--- config.mk ---
export PLATFORM = sky130hd
export DESIGN_NAME = btn_conditioner
export DESIGN_NICKNAME = d
export VERILOG_FILES = /design/src/rtl/btn_pkg.sv /design/src/rtl/btn_debounce.sv /design/src/rtl/btn_conditioner.sv
export SDC_FILE = /design/constraint.sdc
export NUM_CORES = 1
export LEC_CHECK = 0
export CORE_MARGIN = 3
export CORE_UTILIZATION = 55
export CTS_CLUSTER_DIAMETER = 80
export DETAILED_ROUTE_END_ITERATION = 16
export GPL_TIMING_DRIVEN = 0
export HOLD_SLACK_MARGIN = 0.1
export PLACE_DENSITY_LB_ADDON = 0.12
export SLEW_MARGIN = 20
export SYNTH_ARGS = -nofsm -noshare
export SYNTH_HDL_FRONTEND = slang
export SYNTH_SLANG_ARGS = --single-unit
--- constraint.sdc ---
create_clock -name clk -period 2.3 [get_ports clk]
set_clock_uncertainty 0.05 [all_clocks]
set_input_delay 0.46 -clock clk [delete_from_list [all_inputs] [get_ports clk]]
set_output_delay 0.46 -clock clk [all_outputs]
set_load 0.02 [all_outputs]
--- src/rtl/btn_pkg.sv ---
// btn_pkg: shared FSM state encoding, button bit positions and default timing for btn_conditioner.
package btn_pkg;
  typedef logic [1:0] state_t;
  localparam state_t S_IDLE    = 2'd0;
  localparam state_t S_HELD    = 2'd1;
  localparam state_t S_LOCKOUT = 2'd2;
  // Bit order {U,D,R,L} matches the downstream select decoder.
  localparam int BTN_L = 0;
  localparam int BTN_R = 1;
  localparam int BTN_D = 2;
  localparam int BTN_U = 3;
  localparam int DEF_DEBOUNCE_CYCLES = 1000000;
  localparam int DEF_CNT_W           = 20;
  localparam int DEF_REPEAT_DELAY    = 50000000;
  localparam int DEF_REPEAT_PERIOD   = 10000000;
  function automatic logic [1:0] btn_index(input logic [3:0] v);
    return v[BTN_U] ? 2'(BTN_U) : v[BTN_D] ? 2'(BTN_D) : v[BTN_R] ? 2'(BTN_R) : 2'(BTN_L);
  endfunction
endpackage

--- src/rtl/btn_debounce.sv ---
// btn_debounce: 2-flop synchroniser plus counter that accepts a change after DEBOUNCE_CYCLES disagreeing samples.
module btn_debounce #(
  parameter int DEBOUNCE_CYCLES = 1000000,
  parameter int CNT_W = 20
) (
  input  logic clk,
  input  logic rst,
  input  logic raw_i,
  output logic stable_o
);
  localparam logic [CNT_W-1:0] LAST = CNT_W'(DEBOUNCE_CYCLES - 1);
  logic [1:0] sync_q;
  logic [CNT_W-1:0] cnt_q, cnt_d;
  logic stable_q, stable_d, agree, done;
  assign agree    = sync_q[1] == stable_q;
  assign done     = !agree && cnt_q == LAST;
  assign cnt_d    = (agree || done) ? '0 : cnt_q + 1'b1;
  assign stable_d = done ? sync_q[1] : stable_q;
  assign stable_o = stable_q;
  always_ff @(posedge clk) begin
    if (rst) begin
      sync_q   <= '0;
      cnt_q    <= '0;
      stable_q <= 1'b0;
    end else begin
      sync_q   <= {sync_q[0], raw_i};
      cnt_q    <= cnt_d;
      stable_q <= stable_d;
    end
  end
endmodule

--- src/rtl/btn_conditioner.sv ---
// btn_conditioner: debounce and one-hot arbitration of the four direction buttons with a press strobe.
// Optional auto-repeat strobes while held are enabled by defining BTN_CONDITIONER_AUTOREPEAT_EN.
module btn_conditioner
  import btn_pkg::*;
#(
  parameter int DEBOUNCE_CYCLES = DEF_DEBOUNCE_CYCLES,
  parameter int CNT_W = DEF_CNT_W
`ifdef BTN_CONDITIONER_AUTOREPEAT_EN
  , parameter int REPEAT_DELAY = DEF_REPEAT_DELAY,
  parameter int REPEAT_PERIOD = DEF_REPEAT_PERIOD
`endif
) (
  input  logic clk,
  input  logic rst,
  input  logic btnU_in,
  input  logic btnD_in,
  input  logic btnR_in,
  input  logic btnL_in,
  output logic btnU,
  output logic btnD,
  output logic btnR,
  output logic btnL,
  output logic press_pulse,
  output logic lockout
);
  logic [3:0] raw, stable;
  state_t state_q, state_d;
  logic [1:0] idx_q, idx_d;
  logic pulse_q, pulse_d, press_d, one_hot, multi;
  assign raw = {btnU_in, btnD_in, btnR_in, btnL_in};
  for (genvar i = 0; i < 4; i++) begin : g_db
    btn_debounce #(.DEBOUNCE_CYCLES(DEBOUNCE_CYCLES), .CNT_W(CNT_W)) u_db (
      .clk(clk), .rst(rst), .raw_i(raw[i]), .stable_o(stable[i])
    );
  end
  assign one_hot = stable != 4'd0 && (stable & (stable - 4'd1)) == 4'd0;
  assign multi   = stable != 4'd0 && !one_hot;
  assign press_d = state_q == S_IDLE && one_hot;
  assign idx_d   = press_d ? btn_index(stable) : idx_q;
  // In HELD only the held button's release matters; others pressed meanwhile force a lockout.
  assign state_d = state_q == S_IDLE ? (one_hot ? S_HELD : multi ? S_LOCKOUT : S_IDLE)
                 : state_q == S_HELD ? (stable[idx_q] ? S_HELD : |stable ? S_LOCKOUT : S_IDLE)
                 : (|stable ? S_LOCKOUT : S_IDLE);
`ifdef BTN_CONDITIONER_AUTOREPEAT_EN
  logic [31:0] rep_q, rep_d;
  logic staying, rep_hit;
  assign staying = state_q == S_HELD && stable[idx_q];
  assign rep_hit = staying && rep_q == 32'(REPEAT_DELAY - 1);
  // After the first repeat the counter rewinds so later hits come every REPEAT_PERIOD.
  assign rep_d   = !staying ? 32'd0 : rep_hit ? 32'(REPEAT_DELAY - REPEAT_PERIOD) : rep_q + 32'd1;
  assign pulse_d = press_d | rep_hit;
  always_ff @(posedge clk) begin
    if (rst) rep_q <= 32'd0;
    else rep_q <= rep_d;
  end
`else
  assign pulse_d = press_d;
`endif
  always_ff @(posedge clk) begin
    if (rst) begin
      state_q <= S_IDLE;
      idx_q   <= 2'd0;
      pulse_q <= 1'b0;
    end else begin
      state_q <= state_d;
      idx_q   <= idx_d;
      pulse_q <= pulse_d;
    end
  end
  assign {btnU, btnD, btnR, btnL} = state_q == S_HELD ? 4'b1 << idx_q : 4'b0;
  assign press_pulse = pulse_q;
  assign lockout     = state_q == S_LOCKOUT;
endmodule

# Yosys cells after proc, flatten, opt, wreduce, memory -nomap -nowiden
# Cells that the tools add are included.
# W data, S select, Z words.
[classes]
n_addsub = 5
magnitude_cmp = 1
eq_ne = 10
shift = 1
n_mux = 12
bitwise_logic = 1
n_reduce_logical = 24
[op_table]
columns = ["cell", "n"]
rows = [
  ["$add A20 B1 Y20 const B", 4],
  ["$eq A20 B20 Y1 const B", 4],
  ["$mux W2", 8],
  ["$reduce_or A2 Y1", 4],
  ["$logic_and A1 B1 Y1", 7],
  ["$logic_not A1 Y1", 5],
  ["$and A4 B4 Y4", 1],
  ["$eq A1 B1 Y1", 4],
  ["$logic_not A4 Y1", 1],
  ["$logic_or A1 B1 Y1", 4],
  ["$mux W4", 1],
  ["$reduce_bool A4 Y1", 1],
  ["$reduce_or A4 Y1", 1],
  ["$shl A1 B2 Y4 const A", 1],
  ["$sub A4 B1 Y4 const B", 1],
  ["$lt A2 B3 Y1 const B", 1],
  ["$bmux W1 S2", 1],
  ["$eq A2 B1 Y1 const B", 1],
  ["$eq A2 B2 Y1 const B", 1],
  ["$logic_not A2 Y1", 1],
  ["$mux W1", 2],
]
[word_totals]
ff_bits = 97
output_inout_bits = 6
elab_cells = 69

# Depth between registers and ports, before layout
[depth]
ltp_word = 9
ltp_mapped = 8
depth_no_buf = 6

# Modules after synthesis
# From an unflattened synthesis, not the netlist that was laid out.
[hier_totals]
cells_unflattened = 502
area_unflattened_um2 = 4446.8
[modules_own_cells]
columns = ["mod", "n_inst", "cells_each", "area_each_um2", "seq_area_each_um2"]
rows = [
  ["btn_debounce", 4, 115, 1018.5, 460.4],
  ["btn_conditioner", 1, 42, 372.9, 100.1],
]

# Worst setup path after synthesis
# Ideal clock, no wire load.
[synth_timing]
path_type = "register to register"
startpoint = "register g_db[0].u_db.cnt_q[0]"
endpoint = "register g_db[0].u_db.cnt_q[12]"
setup_time_ps = 115
arrival_ps = 1579
t_required_ps = 2135
path_slack_ps = 556
stages_incl_launch_ff = 9
path_buffers = 2
period_less_slack_ps = 1744
path_cell_list = "dfxtp_1 -> ha_1 -> and3_1 -> nand3_1 -> nor3_1 -> or2_2 -> buf_4 -> buf_4 -> nor2_1"
[synth_via]
elab_chain_len = 4
word_cells_on_any_way = 5
cone_classes = "add/sub (1); eq/ne (1); reduce/logical (3)"
[synth_rtl]
columns = ["item", "line", "text"]
rows = [
  ["start, declared", "btn_debounce.sv:13", "logic [CNT_W-1:0] cnt_q, cnt_d;"],
  ["start signal, assigned", "btn_debounce.sv:27", "cnt_q <= cnt_d;"],
  ["branches (longest 4 deep; another with $add A20 B1 Y20)", "-", ""],
]
# Parallel ways; which one is timed is not known.
# A chain may end at the register's enable or synchronous reset.

# Final worst setup path
[layout_timing]
startpoint = "register idx_q[1]"
endpoint = "output port btnL"
[layout_via]
elab_chain_len = 2
[layout_rtl]
columns = ["item", "line", "text"]
rows = [
  ["start, declared", "btn_conditioner.sv:28", "logic [1:0] idx_q, idx_d;"],
  ["start signal, assigned", "btn_conditioner.sv:66", "idx_q <= idx_d;"],
  ["$shl A1 B2 Y4", "btn_conditioner.sv:70", "assign {btnU, btnD, btnR, btnL} = state_q == S_HELD ? 4'b1 << idx_q : 4'b0;"],
  ["$mux W4", "btn_conditioner.sv:70", ""],
  ["end, declared", "btn_conditioner.sv:22", "output logic btnL,"],
]
# No other way between the ends.

==> results <==
- The synthesized netlist cell count is between 400 and 500.
- Of the total power, registers draw 0.622.
- The number of antenna diodes in the final layout is 0.
- The sequential element share of the synthesized area is 0.449.
- The fraction of power spent switching nets is 0.211.
- Buffers placed on the I/O ports in this run total 11.
- The highest attainable clock frequency is 463 MHz.
- The type of destination of the critical path is an output port.
- Setup repair after global routing left no endpoint under its margin.
- The die is roughly 95 um wide.
- The number of synthesized register bits is a little under 100.
- TritonCTS built the clock tree.
- The slew of the pin with the lowest slew margin is about 0.47 ns.
- The analysis attributes to net switching a power of around 570 uW.
- The area growth from synthesis to layout is 9.29%.
- The starting DRC count in detailed routing is 120.
- The vias after detailed routing is about 3,200.
- Hold timing on the final database bottoms out at a slack of 0.393 ns.
- In the global route stage, overall resource usage came out at 0.176.
- The final-layout fill cell count is 669.
- The final hold violation count is 0.
- Of the available clock period, the critical path in the final layout requires 0.940.
- The average instance in the mapped netlist occupies approximately 9 um2.
- The share of the synthesized area in the top cell type is 0.449.
- In this run the clock root is driven by a clkbuf_8.
- The power density of the placed cells is approximately 580 mW/mm2.
- After clock tree synthesis, the clock-pin slew on the worst setup and hold paths is roughly 0.09 ns.
- The total number of yosys warnings is 0.
- In this run the static leakage power is roughly 1.6 nW.
- The setup slack of the worst register-to-register path is 0.35 ns.
- The H-tree was split into 3 levels.
- The mean number of vias per cell is about 5.2.
- In this run the cell area of the synthesized design comes to around 0.0043 mm2.
- The average wire length per cell after detail routing is between 10 and 15 um.
- The post-CTS setup buffer count is 0.
- Counting I/O delays and the setup requirement, the final critical path takes between 2 and 2.5 ns.
- The via count of the first global-routing pass is roughly 3,000.
- The library cell used most frequently in the layout, excluding fill and tap cells, is nor2_1.
- The flow ran to the end, and the final reports show no timing, DRC or antenna violations.
- The final weighted congestion in routability-driven placement is between 0.7 and 0.8.
- The cell row count is 31.
- IR analysis of the VDD net gives a maximum drop of about 0.48 mV.
- Of all nets on the critical path, the largest fanout is 8.
- For this block, the routed nets add up to 7300 um of wire.
- The pin count of the biggest net entering global routing is 15.
- The predominant post-synthesis flop cell is dfxtp_1.
- After global routing the overflow that remains totals 0.
- After detailed routing, the number of remaining DRC violations is 0.
- Registers take 0.00194 mm2.
- The setup TNS after final layout is 0 ns.
- The detail route stage leaves a number of antenna-violating nets equal to 0.
- The clock reaches the later pin of the worst-skew pair after ~0.35 ns.
- The number of sinks handled by clock tree synthesis is between 90 and 100.
- By area the synthesized netlist is led by dfxtp_1 (45%), nor2_1 (9.4%), xor2_1 (9.1%).
- The boundary pin count is 12.
- Setup violations remaining at the end of the flow were counted as 0.
- Max-cap violations in this run came to 0.
- The die area is roughly 0.0090 mm2.
- The fraction of power consumed by combinational cells is 0.016.
- The worst path arrival time is ~1.7 ns.
- The number of slew-limit violations in the final report is 0.
- The class of the most critical setup path is reg -> out.
- Summed over all nets, the half-perimeter wirelength after detailed placement is ~5100 um.
- The number of antenna violations at the first check in global routing is 0.
- The post-layout utilization of the core is 0.634.
- The count of unique library cells instantiated by Yosys is just over 50.
- The worst setup path is launched from a flop.
- The internal power contribution is 2.14 mW.
- The area used by multi-input combinational logic is 0.00226 mm2.
- The number of flops mapped to enable cells by yosys is 0.
- The first detailed-routing pass took 4 iterations.
- In the layout the commonest cells are nor2_1 (108), dfxtp_1 (97), xor2_1 (45).
- For the worst setup path, the data required time is 1.79 ns.
- The first global-routing pass estimated 12,700 um of wire.
- The floorplan die height is approximately 95 um.
- The clock share of power is 0.362.
- Counting the buffers created by CTS gives 9.
- The async set-reset flop share out of synthesis is 0.
- The synthesized design spends more area on one cell type than any other, namely dfxtp_1.
- The number of nets in the synthesized netlist is 493.
- The worst hold path belongs to the class reg -> reg.
- The normalized max-slew margin is 0.687.
- The net count of the finished layout is around 510.
- The initial utilization of the core area, before any placement, comes to 0.580.
- The placeable core region is 0.00745 mm2.
- The share of final-layout standard cells stronger than drive strength 1 is 0.0809.
- The clock passes through at most 2 buffers.
-- per-stage QoR --
step                instances  worst slack [ns]  area, um2  power (mW)
finish                    606             0.139       4720        2.72
global route              606           0.00367       4720        2.83
CTS                       606          0.000121       4720        2.75
detailed placement        593             0.165       4560        1.77
global placement          593             0.163       4560        1.77
floorplan                 483             0.556       4320        1.76
-- critical path: stages (launching register included) --
cell and delay, ns:
dfxtp_1 0.30, clkbuf_1 0.17, nor3_1 0.21, clkdlybuf4s50_1 0.63
-- logic make-up after synthesis --
logic type / synth area share
simple gates: 0.313
compound gates: 0.0261
xor+xnor: 0.154
buf+inv: 0.0292
flops: 0.449
fa+ha+maj: 0.0139
mux: 0.0145
-- sequential cells by signal, summed over array words and instances, names as in the netlist --
register            cells
g_db.u_db.cnt_q        80
g_db.u_db.stable_o      4
g_db.u_db.sync_q        8
idx_q                   2
press_pulse             1
state_q                 2
-- cells in the mapped netlist (3+ instances only) --
| cell | instances |
|---|---|
| o21ai_0 | 3 |
| dfxtp_1 | 97 |
| xnor2_1 | 31 |
| a21oi_1 | 3 |
| inv_1 | 10 |
| and4_1 | 5 |
| buf_2 | 5 |
| nor2b_1 | 13 |
| and3_1 | 10 |
| or3_1 | 4 |
| ha_1 | 4 |
| nor3_1 | 10 |
| nor4_1 | 5 |
| xor2_1 | 45 |
| clkbuf_1 | 7 |
| nand2b_1 | 6 |
| mux2i_1 | 4 |
| nand4_1 | 15 |
| nand3_1 | 26 |
| nand2_1 | 32 |
| nor2_1 | 108 |
| nor4b_1 | 4 |
-- power by group through the flow --
| stage | Combinational, mW | Sequential [mW] | Clock, mW |
|---|---|---|---|
| 2_1_floorplan | 0.0262 | 1.73 | 0 |
| 3_3_place_gp | 0.0432 | 1.73 | 0 |
| 3_5_place_dp | 0.0437 | 1.73 | 0 |
| 4_1_cts | 0.0439 | 1.69 | 1.02 |
| 5_1_grt | 0.0485 | 1.69 | 1.08 |
| 6_report | 0.0426 | 1.69 | 0.983 |
-- final timing paths --
path | end | depth (start not counted) | startpoint
worst min register to register | g_db[0].u_db.sync_q[1] | 1 | g_db[0].u_db.sync_q[0]
worst min-delay path | g_db[0].u_db.sync_q[1] | 1 | g_db[0].u_db.sync_q[0]
worst max-delay path | btnL | 3 | idx_q[1]
worst max register to register | g_db[0].u_db.cnt_q[15] | 8 | g_db[0].u_db.cnt_q[0]
-- cell type report --
class	count	area share
clock inverters	3	0.00371
repair buffers	11	0.0233
well taps	99	0.0262
flip-flops and latches	97	0.411
plain buffers	15	0.0180
clock buffers	11	0.0321
multi-input cells	360	0.478
inverters	10	0.00795
-- repair_timing --
item                       CTS  global route
gates resized for setup      2             2
setup endpoints to repair    3             1
hold buffers                 0             0
-- per-layer routing --
layer,track usage,share of wire
met3,0.0454,0.022
met2,0.306,0.49
met5,0,0
met1,0.210,0.48
met4,0.0577,0.011
Power figures use the tool's default switching activity.
